**src/rtl/bin_to_bcd_pkg.sv**
```systemverilog
// Shared definitions for the sequential binary-to-BCD converter: FSM encoding,
// 7-segment glyph constants and elaboration-time sizing helpers.
package bin_to_bcd_pkg;

  typedef enum logic [1:0] {
    ST_IDLE  = 2'd0,
    ST_SHIFT = 2'd1,
    ST_DONE  = 2'd2
  } state_t;

  // Segment order {g,f,e,d,c,b,a}, active-high.
  localparam logic [6:0] SEG_0     = 7'h3F;
  localparam logic [6:0] SEG_1     = 7'h06;
  localparam logic [6:0] SEG_2     = 7'h5B;
  localparam logic [6:0] SEG_3     = 7'h4F;
  localparam logic [6:0] SEG_4     = 7'h66;
  localparam logic [6:0] SEG_5     = 7'h6D;
  localparam logic [6:0] SEG_6     = 7'h7D;
  localparam logic [6:0] SEG_7     = 7'h07;
  localparam logic [6:0] SEG_8     = 7'h7F;
  localparam logic [6:0] SEG_9     = 7'h6F;
  localparam logic [6:0] SEG_BLANK = 7'h00;

  function automatic int clog2(input int value);
    int result;
    result = 0;
    for (int v = value - 1; v > 0; v = v >> 1) begin
      result = result + 1;
    end
    return result;
  endfunction

  // True when DIGITS decimal digits can hold the largest WIDTH-bit value.
  function automatic bit digits_fit(input int width, input int digits);
    longint unsigned max_bin;
    longint unsigned pow10;
    max_bin = (longint'(1) << width) - 1;
    pow10   = 1;
    for (int i = 0; i < digits; i++) begin
      pow10 = pow10 * 10;
    end
    return (pow10 > max_bin);
  endfunction

endpackage

```
**src/rtl/bcd_add3.sv**
```systemverilog
// Double-dabble correction cell: digits of 5 or more get +3 before the shift
// so that the doubled value carries correctly into the next decimal digit.
module bcd_add3 (
  input  logic [3:0] d_in,
  output logic [3:0] d_out
);

  assign d_out = (d_in >= 4'd5) ? (d_in + 4'd3) : d_in;

endmodule

```
**src/rtl/bin_to_bcd_seq.sv**
```systemverilog
// Sequential shift-add-3 binary-to-BCD converter, one operand bit per clock,
// valid/ready on both sides. Define BCD_SEVSEG_EN to add registered out_seg.
module bin_to_bcd_seq
  import bin_to_bcd_pkg::*;
#(
  parameter int WIDTH  = 8,
  parameter int DIGITS = 3
) (
  input  logic                  clk,
  input  logic                  rst_n,
  input  logic                  in_valid,
  output logic                  in_ready,
  input  logic [WIDTH-1:0]      in_bin,
  output logic                  out_valid,
  input  logic                  out_ready,
  output logic [4*DIGITS-1:0]   out_bcd
`ifdef BCD_SEVSEG_EN
  ,
  output logic [7*DIGITS-1:0]   out_seg
`endif
);

  localparam int CNT_W = (clog2(WIDTH) < 1) ? 1 : clog2(WIDTH);
  localparam logic [CNT_W-1:0] CNT_LAST = CNT_W'(WIDTH - 1);

  if (WIDTH < 1) begin : g_width_err
    $error("bin_to_bcd_seq: WIDTH must be at least 1");
  end
  if (!digits_fit(WIDTH, DIGITS)) begin : g_digits_err
    $error("bin_to_bcd_seq: DIGITS too small for WIDTH");
  end

  state_t                state_q, state_d;
  logic [WIDTH-1:0]      bin_q, bin_d;
  logic [4*DIGITS-1:0]   bcd_q, bcd_d;
  logic [CNT_W-1:0]      cnt_q, cnt_d;
  logic [4*DIGITS-1:0]   out_bcd_q, out_bcd_d;
  logic [4*DIGITS-1:0]   bcd_adj;
  logic [4*DIGITS-1:0]   bcd_shift;
  logic                  unused_adj_msb;

  for (genvar k = 0; k < DIGITS; k++) begin : g_add3
    bcd_add3 u_add3 (
      .d_in  (bcd_q[4*k +: 4]),
      .d_out (bcd_adj[4*k +: 4])
    );
  end

  // The top digit never reaches 8 because of the width check, so its MSB is dropped.
  assign bcd_shift      = {bcd_adj[4*DIGITS-2:0], bin_q[WIDTH-1]};
  assign unused_adj_msb = bcd_adj[4*DIGITS-1];

`ifdef BCD_SEVSEG_EN
  logic [7*DIGITS-1:0] seg_q, seg_d;

  function automatic logic [6:0] digit_to_seg(input logic [3:0] digit);
    logic [6:0] seg;
    case (digit)
      4'd0:    seg = SEG_0;
      4'd1:    seg = SEG_1;
      4'd2:    seg = SEG_2;
      4'd3:    seg = SEG_3;
      4'd4:    seg = SEG_4;
      4'd5:    seg = SEG_5;
      4'd6:    seg = SEG_6;
      4'd7:    seg = SEG_7;
      4'd8:    seg = SEG_8;
      4'd9:    seg = SEG_9;
      default: seg = SEG_BLANK;
    endcase
    return seg;
  endfunction

  // Walk from the most significant digit down, blanking zeros until the first nonzero.
  function automatic logic [7*DIGITS-1:0] seg_decode(input logic [4*DIGITS-1:0] bcd);
    logic [7*DIGITS-1:0] segs;
    logic                leading;
    segs    = '0;
    leading = 1'b1;
    for (int k = DIGITS - 1; k >= 0; k--) begin
      if ((bcd[4*k +: 4] != 4'd0) || (k == 0)) begin
        leading = 1'b0;
      end
      segs[7*k +: 7] = leading ? SEG_BLANK : digit_to_seg(bcd[4*k +: 4]);
    end
    return segs;
  endfunction

  assign out_seg = seg_q;
`endif

  always_comb begin
    state_d   = state_q;
    bin_d     = bin_q;
    bcd_d     = bcd_q;
    cnt_d     = cnt_q;
    out_bcd_d = out_bcd_q;
`ifdef BCD_SEVSEG_EN
    seg_d     = seg_q;
`endif
    in_ready  = 1'b0;
    out_valid = 1'b0;

    case (state_q)
      ST_IDLE: begin
        in_ready = 1'b1;
        if (in_valid) begin
          bin_d   = in_bin;
          bcd_d   = '0;
          cnt_d   = CNT_LAST;
          state_d = ST_SHIFT;
        end
      end

      ST_SHIFT: begin
        bcd_d = bcd_shift;
        bin_d = bin_q << 1;
        if (cnt_q == '0) begin
          state_d   = ST_DONE;
          out_bcd_d = bcd_shift;
`ifdef BCD_SEVSEG_EN
          seg_d     = seg_decode(bcd_shift);
`endif
        end else begin
          cnt_d = cnt_q - 1'b1;
        end
      end

      ST_DONE: begin
        out_valid = 1'b1;
        if (out_ready) begin
          state_d = ST_IDLE;
        end
      end

      default: begin
        state_d = ST_IDLE;
      end
    endcase
  end

  always_ff @(posedge clk or negedge rst_n) begin
    if (!rst_n) begin
      state_q   <= ST_IDLE;
      bin_q     <= '0;
      bcd_q     <= '0;
      cnt_q     <= '0;
      out_bcd_q <= '0;
`ifdef BCD_SEVSEG_EN
      seg_q     <= '0;
`endif
    end else begin
      state_q   <= state_d;
      bin_q     <= bin_d;
      bcd_q     <= bcd_d;
      cnt_q     <= cnt_d;
      out_bcd_q <= out_bcd_d;
`ifdef BCD_SEVSEG_EN
      seg_q     <= seg_d;
`endif
    end
  end

  assign out_bcd = out_bcd_q;

endmodule

```
**config.mk**
```make
export PLATFORM = sky130hd
export DESIGN_NAME = bin_to_bcd_seq
export DESIGN_NICKNAME = d
export VERILOG_FILES = /design/src/rtl/bin_to_bcd_pkg.sv /design/src/rtl/bcd_add3.sv /design/src/rtl/bin_to_bcd_seq.sv
export SDC_FILE = /design/constraint.sdc
export NUM_CORES = 1
export LEC_CHECK = 0
export BUFFER_PORTS_ARGS = -buffer_cell sky130_fd_sc_hd__buf_2
export CORE_MARGIN = 2
export CORE_UTILIZATION = 40
export DETAILED_ROUTE_END_ITERATION = 8
export GPL_TIMING_DRIVEN = 1
export PLACE_DENSITY = 0.63
export SLEW_MARGIN = 10
export SYNTH_ARGS = -nofsm -noshare
export SYNTH_HDL_FRONTEND = slang
export SYNTH_SLANG_ARGS = --single-unit
```
**constraint.sdc**
```tcl
create_clock -name clk -period 1.96 [get_ports clk]
set_input_delay 0 -clock clk [delete_from_list [all_inputs] [get_ports clk]]
set_output_delay 0 -clock clk [all_outputs]
set_load 0.05 [all_outputs]
```
# == Word level (Yosys, flattened, before mapping) ==
# Cells that the tools add are included.
# classes
add_sub_neg,4
order_cmp,3
eq_ne,6
mux,16
reduce_logical,7
# op_table
cell,count
12-bit one-hot mux with 2 select lines,1
8-bit one-hot mux with 2 select lines,1
4-bit by 3-bit >= comparator with 1-bit output (second input constant),3
12-bit 2-to-1 mux,1
3-bit 2-to-1 mux,3
4-bit by 2-bit adder with 4-bit output (second input constant),2
4-bit 2-to-1 mux,2
8-bit 2-to-1 mux,1
2-bit != test (second input constant),4
2-bit 2-to-1 mux,3
2-bit one-hot mux with 3 select lines,1
3-bit one-hot mux with 2 select lines,1
3-bit AND reduction,2
2-bit AND reduction,2
3-bit by 2-bit adder with 3-bit output (second input constant),1
3-bit logical NOT,1
3-bit by 1-bit subtractor with 3-bit output (second input constant),1
2-bit by 1-bit equality test with 1-bit output (second input constant),1
2-bit equality test (second input constant),1
2-bit logical NOT,1
1-bit 2-to-1 mux,2
2-bit nonzero test,1
# totals
ff_bits,37
inputBits,12

# == Depth between registers and ports, before layout ==
# logic_depth
word_depth,3
depth_mapped,7
ltp_nobuf,6

# == By module ==
# Synthesis repeated with hierarchy kept, for this count alone.
# hier_totals
hier_cells,165
hier_area_um2,1854.3
# modules_own_cells
module,n_inst,cells_each,area_each_um2,seq_area_each_um2
bin_to_bcd_seq,1,117,1550.2,925.9
bcd_add3,3,16,101.3,0.0

# == Least setup slack after synthesis ==
# Ideal clock, no wire load.
# synth_timing
kind,register -> register
start,register bcd_q[0]
end,register bcd_q[2]
arrival_time_ps,1445
required_ps,1877
setup_slack_ps,433
stages_incl_launch_ff,7
synth_period_minus_slack_ps,1527
path_cell_list,dfrtp_1 -> inv_1 -> ha_1 -> nand2b_1 -> a21oi_1 -> mux2_2 -> o21ai_0
# synth_between
elab_chain_len,3
word_cells_on_any_way,4
# synth_rtl
item,line,rtl
"start, declared",bin_to_bcd_seq.sv:35,"logic [4*DIGITS-1:0] bcd_q, bcd_d;"
"start signal, assigned",bin_to_bcd_seq.sv:146,bcd_q <= '0;
"start signal, assigned",bin_to_bcd_seq.sv:155,bcd_q <= bcd_d;
4-bit by 2-bit adder with 4-bit output or 4-bit by 3-bit >= comparator with 1-bit output (tied branches),bcd_add3.sv:8,assign d_out = (d_in >= 4'd5) ? (d_in + 4'd3) : d_in;
4-bit 2-to-1 mux (*),bcd_add3.sv:8,
12-bit one-hot mux with 2 select lines (*),bin_to_bcd_seq.sv:104,case (state_q)
# Mark *: on every way between the ends. The rest lies on a longest branch, timed or not.
# A chain may end at the register's enable or synchronous reset.

# == Worst setup path after layout ==
# Same ends and word-level chain as after synthesis.

==> impl_metrics.py <==
metrics = {
    "synth": {
        "yosys_most_used_dff": "sky130_fd_sc_hd__dfrtp_1",
        "synth_warnings": 0,
        "synth-edff-count": 0,
        "synth_seq_cells": 37,
        "ys_types": 27,
        "synth-seq-area-share": 0.510,
        "synth_area_leaders": "sky130_fd_sc_hd__dfrtp_1, sky130_fd_sc_hd__nand2_1, sky130_fd_sc_hd__ha_1",
        "syn_area_mm2": 0.00181,
        "synthArstFlopShare": 1.00,
        "synth_most_common_cell": "sky130_fd_sc_hd__dfrtp_1",
        "synth_area_per_cell_um2": 9.86,
        "share_of_yosys_cell_area_claimed_by_the_top_area_cell_type": 0.510,
        "synth.top_cells.by_count": "sky130_fd_sc_hd__dfrtp_1, sky130_fd_sc_hd__nand2_1, sky130_fd_sc_hd__o21ai_0",
        "synth_top_area_cell": "sky130_fd_sc_hd__dfrtp_1",
        "synth_cells": 184,
        "synth_nets": 204,
    },
    "final_layout": {
        "antennaDiodeCount": 0,
        "register_area_um2": 926,
        "layout.nets": 239,
        "multi_input_comb_area_um2": 798,
        "n_fill_cell": 414,
        "drive_above_1_share": 0.187,
        "flow.area_growth_from_synthesis_pct": 18.3,
    },
    "clock_tree": {
        "clk_latency_ps": 280,
        "cts.clk_slew.worst_paths_ps": 70,
        "cts_htree_levels": 2,
        "cts_tree": "done",
        "clock_tree.root_cell": "sky130_fd_sc_hd__clkbuf_8",
        "clock_sink_count": 37,
        "cts_max_path_buffers": 2,
        "post_cts_buffers": 0,
        "post_cts_resized": 0,
        "cts_hold_repair.buffers": 9,
        "cts_made_buffers": 5,
    },
    "hold_path": {
        "timing.hold.worst_path_depth": 3,
        "min_path_type": "input port to register",
        "hold_path_sink": "bin_q[1]$_DFFE_PN0P_",
        "timing.hold.worst.start": "in_bin[1]",
    },
    "timing": {
        "finalHoldViolCount": 0,
        "timing.final.crit_share": 0.871,
        "fmax_mhz": 585,
        "finalClockSkew_ps": 4.60,
        "rsz0062_at_grt": "false",
        "max_slew.worst_pin.slew_ps": 1070,
        "setup_viol": 0,
        "setup-tns-final_ps": 0,
        "report.final.slew_viol_count": 0,
        "worst_slew_margin_rel": 0.286,
        "fin_crit_ps": 1710,
        "min_setup_slack_post_route_ps": 252,
    },
    "critical_path": {
        "critPathSlowestCell": "sky130_fd_sc_hd__dfrtp_1",
        "crit_path_max_fanout": 5,
        "crit_chain": "inv_1, ha_1, nand2b_1, a21oi_1, mux2_2, o21ai_0",
        "end_kind": "register",
        "crit_arrival_ps": 1910,
        "critical_path.startpoint": "bcd_q[0]$_DFFE_PN0P_",
        "slowest_delay_ps": 410,
        "worstSetupStartpointType": "register",
        "critical_path.top_delay_family": "flip-flops",
        "reg2reg_depth": 6,
        "required_ps": 2160,
        "worst-r2r-setup-slack_ps": 250,
        "rr_endpoint": "bcd_q[2]$_DFFE_PN0P_",
        "r2r_path_start": "bcd_q[0]$_DFFE_PN0P_",
        "path_buf_inv": 1,
        "setup.worst_path.class": "register to register",
    },
    "drt": {
        "dr.first_iter.drc_count": 63,
        "drtPass1Iterations": 4,
        "route.antenna.remaining_nets": 0,
        "wl_um": 3360,
        "drc": 0,
        "via_count": 1345,
        "post_drt_wl_per_cell_um": 12.4,
        "vias_per_cell": 4.96,
    },
    "floorplan": {
        "ios": 26,
        "core-area_mm2": 0.00435,
        "initial_core_util": 0.417,
        "std_cell_rows": 24,
        "dieHeight_um": 71.3,
        "dieWidth_um": 71.3,
        "floorplan.die_area_mm2": 0.00509,
    },
    "global_route": {
        "antenna_violations_before_repair": 0,
        "groute.usage.overall": 0.149,
        "number_of_global_route_vias_before_repair": 1294,
        "global_route_wire_length_before_repair_um": 5850,
        "grt_max_degree": 38,
        "grt.overflow.total": 0,
    },
    "placed_design": {
        "finalWeightedCongestion": 0.768,
        "preCtsSetupSlack_ps": 268,
        "detailedPlacementHpwl_um": 2270,
        "buffers_on_ports": 25,
    },
    "power": {
        "power.total_mw": 3.70,
        "leakagePower_nw": 1.05,
        "ir_drop_uv": 741,
        "power.density_mw_per_mm2": 1720,
    },
    "flow_run": {
        "drv.max_cap_violation_count": 0,
    },
    "outcome": {
        "run_status": "completed",
    },
}
how the worst max path moves through the flow:
stage                                       end  slack, ps  depth (start not counted)
after floorplan            bcd_q[2]$_DFFE_PN0P_        430                          6
after global placement     bcd_q[6]$_DFFE_PN0P_        310                          6
after detailed placement   bcd_q[2]$_DFFE_PN0P_        270                          6
after CTS                  bcd_q[2]$_DFFE_PN0P_        250                          6
after global routing      bcd_q[11]$_DFFE_PN0P_         20                          3
final                      bcd_q[2]$_DFFE_PN0P_        250                          6
sequential cells by signal, indices dropped and copies added (netlist names):
| name | cells |
|---|---|
| bcd_q | 12 |
| cnt_q | 3 |
| bin_q | 8 |
| out_bcd | 12 |
| state_q | 2 |
logic make-up after synthesis:
| group | after synthesis | share of synthesized area |
|---|---|---|
| AO/OA/AOI/OAI | 50 | 0.148 |
| XOR/XNOR | 3 | 0.0145 |
| adder cells (fa/ha/maj) | 8 | 0.0552 |
| buffers and inverters | 18 | 0.0517 |
| flip-flops | 37 | 0.510 |
| multiplexers | 12 | 0.0697 |
| AND/OR/NAND/NOR | 56 | 0.150 |
layout make-up:
class,count,area share
tap,52,0.0303
inverter,9,0.0157
timing repair buffer,37,0.111
clock buffer,7,0.0402
sequential,37,0.431
multi-input combinational,129,0.372
worst reg2reg max path: stages (launching register included):
cell and delay (ps):
sky130_fd_sc_hd__dfrtp_1 410, sky130_fd_sc_hd__inv_1 100, sky130_fd_sc_hd__ha_1 240, sky130_fd_sc_hd__nand2b_1 90, sky130_fd_sc_hd__a21oi_1 240, sky130_fd_sc_hd__mux2_2 380
sky130_fd_sc_hd__o21ai_0 160
cell usage in the layout, fill, tap and decap left out, types with 2 or more instances in the layout:
cell / synthesis / final
sky130_fd_sc_hd__a21oi_1: 10 / 10
sky130_fd_sc_hd__a22o_1: 2 / 2
sky130_fd_sc_hd__a22oi_1: 2 / 2
sky130_fd_sc_hd__buf_2: 6 / 25
sky130_fd_sc_hd__buf_4: 1 / 3
sky130_fd_sc_hd__clkbuf_8: 0 / 6
sky130_fd_sc_hd__dfrtp_1: 37 / 37
sky130_fd_sc_hd__dlygate4sd3_1: 0 / 9
sky130_fd_sc_hd__ha_1: 8 / 8
sky130_fd_sc_hd__inv_1: 9 / 9
sky130_fd_sc_hd__mux2_2: 4 / 4
sky130_fd_sc_hd__mux2i_1: 7 / 7
sky130_fd_sc_hd__nand2_1: 30 / 30
sky130_fd_sc_hd__nand2b_1: 6 / 6
sky130_fd_sc_hd__nand3_1: 3 / 3
sky130_fd_sc_hd__nor2_1: 4 / 4
sky130_fd_sc_hd__nor2b_1: 2 / 2
sky130_fd_sc_hd__nor3_1: 3 / 3
sky130_fd_sc_hd__nor3b_1: 5 / 5
sky130_fd_sc_hd__o21ai_0: 20 / 20
sky130_fd_sc_hd__o21ai_1: 14 / 14
sky130_fd_sc_hd__xnor2_1: 3 / 3
per-layer routing:
| layer | up-vias | share of wire | track usage |
|---|---|---|---|
| li1 | 691 | - | - |
| met1 | 619 | 0.49 | 0.189 |
| met2 | 28 | 0.45 | 0.229 |
| met3 | 7 | 0.042 | 0.0422 |
| met4 | 0 | 0.019 | 0.0797 |
| met5 | - | 0 | 0 |
stage by stage:
stage | utilization | instances | hold slack, ps | instance area, um2
3_5_place_dp | 0.453 | 255 | 152 | 1970
2_1_floorplan | - | 184 | -296 | 1810
4_1_cts | 0.493 | 271 | 1.61 | 2150
3_3_place_gp | 0.453 | 255 | 150 | 1970
6_report | 0.493 | 271 | 4.89 | 2150
5_1_grt | 0.493 | 271 | 25.2 | 2150
power breakdown:
group          switching (mW)  leakage (nW)  total (mW)  internal (mW)
combinational            1.16         0.542        1.84          0.679
sequential              0.236         0.468        1.33           1.10
clock                   0.254        0.0443       0.533          0.279
Power figures use the tool's default switching activity.
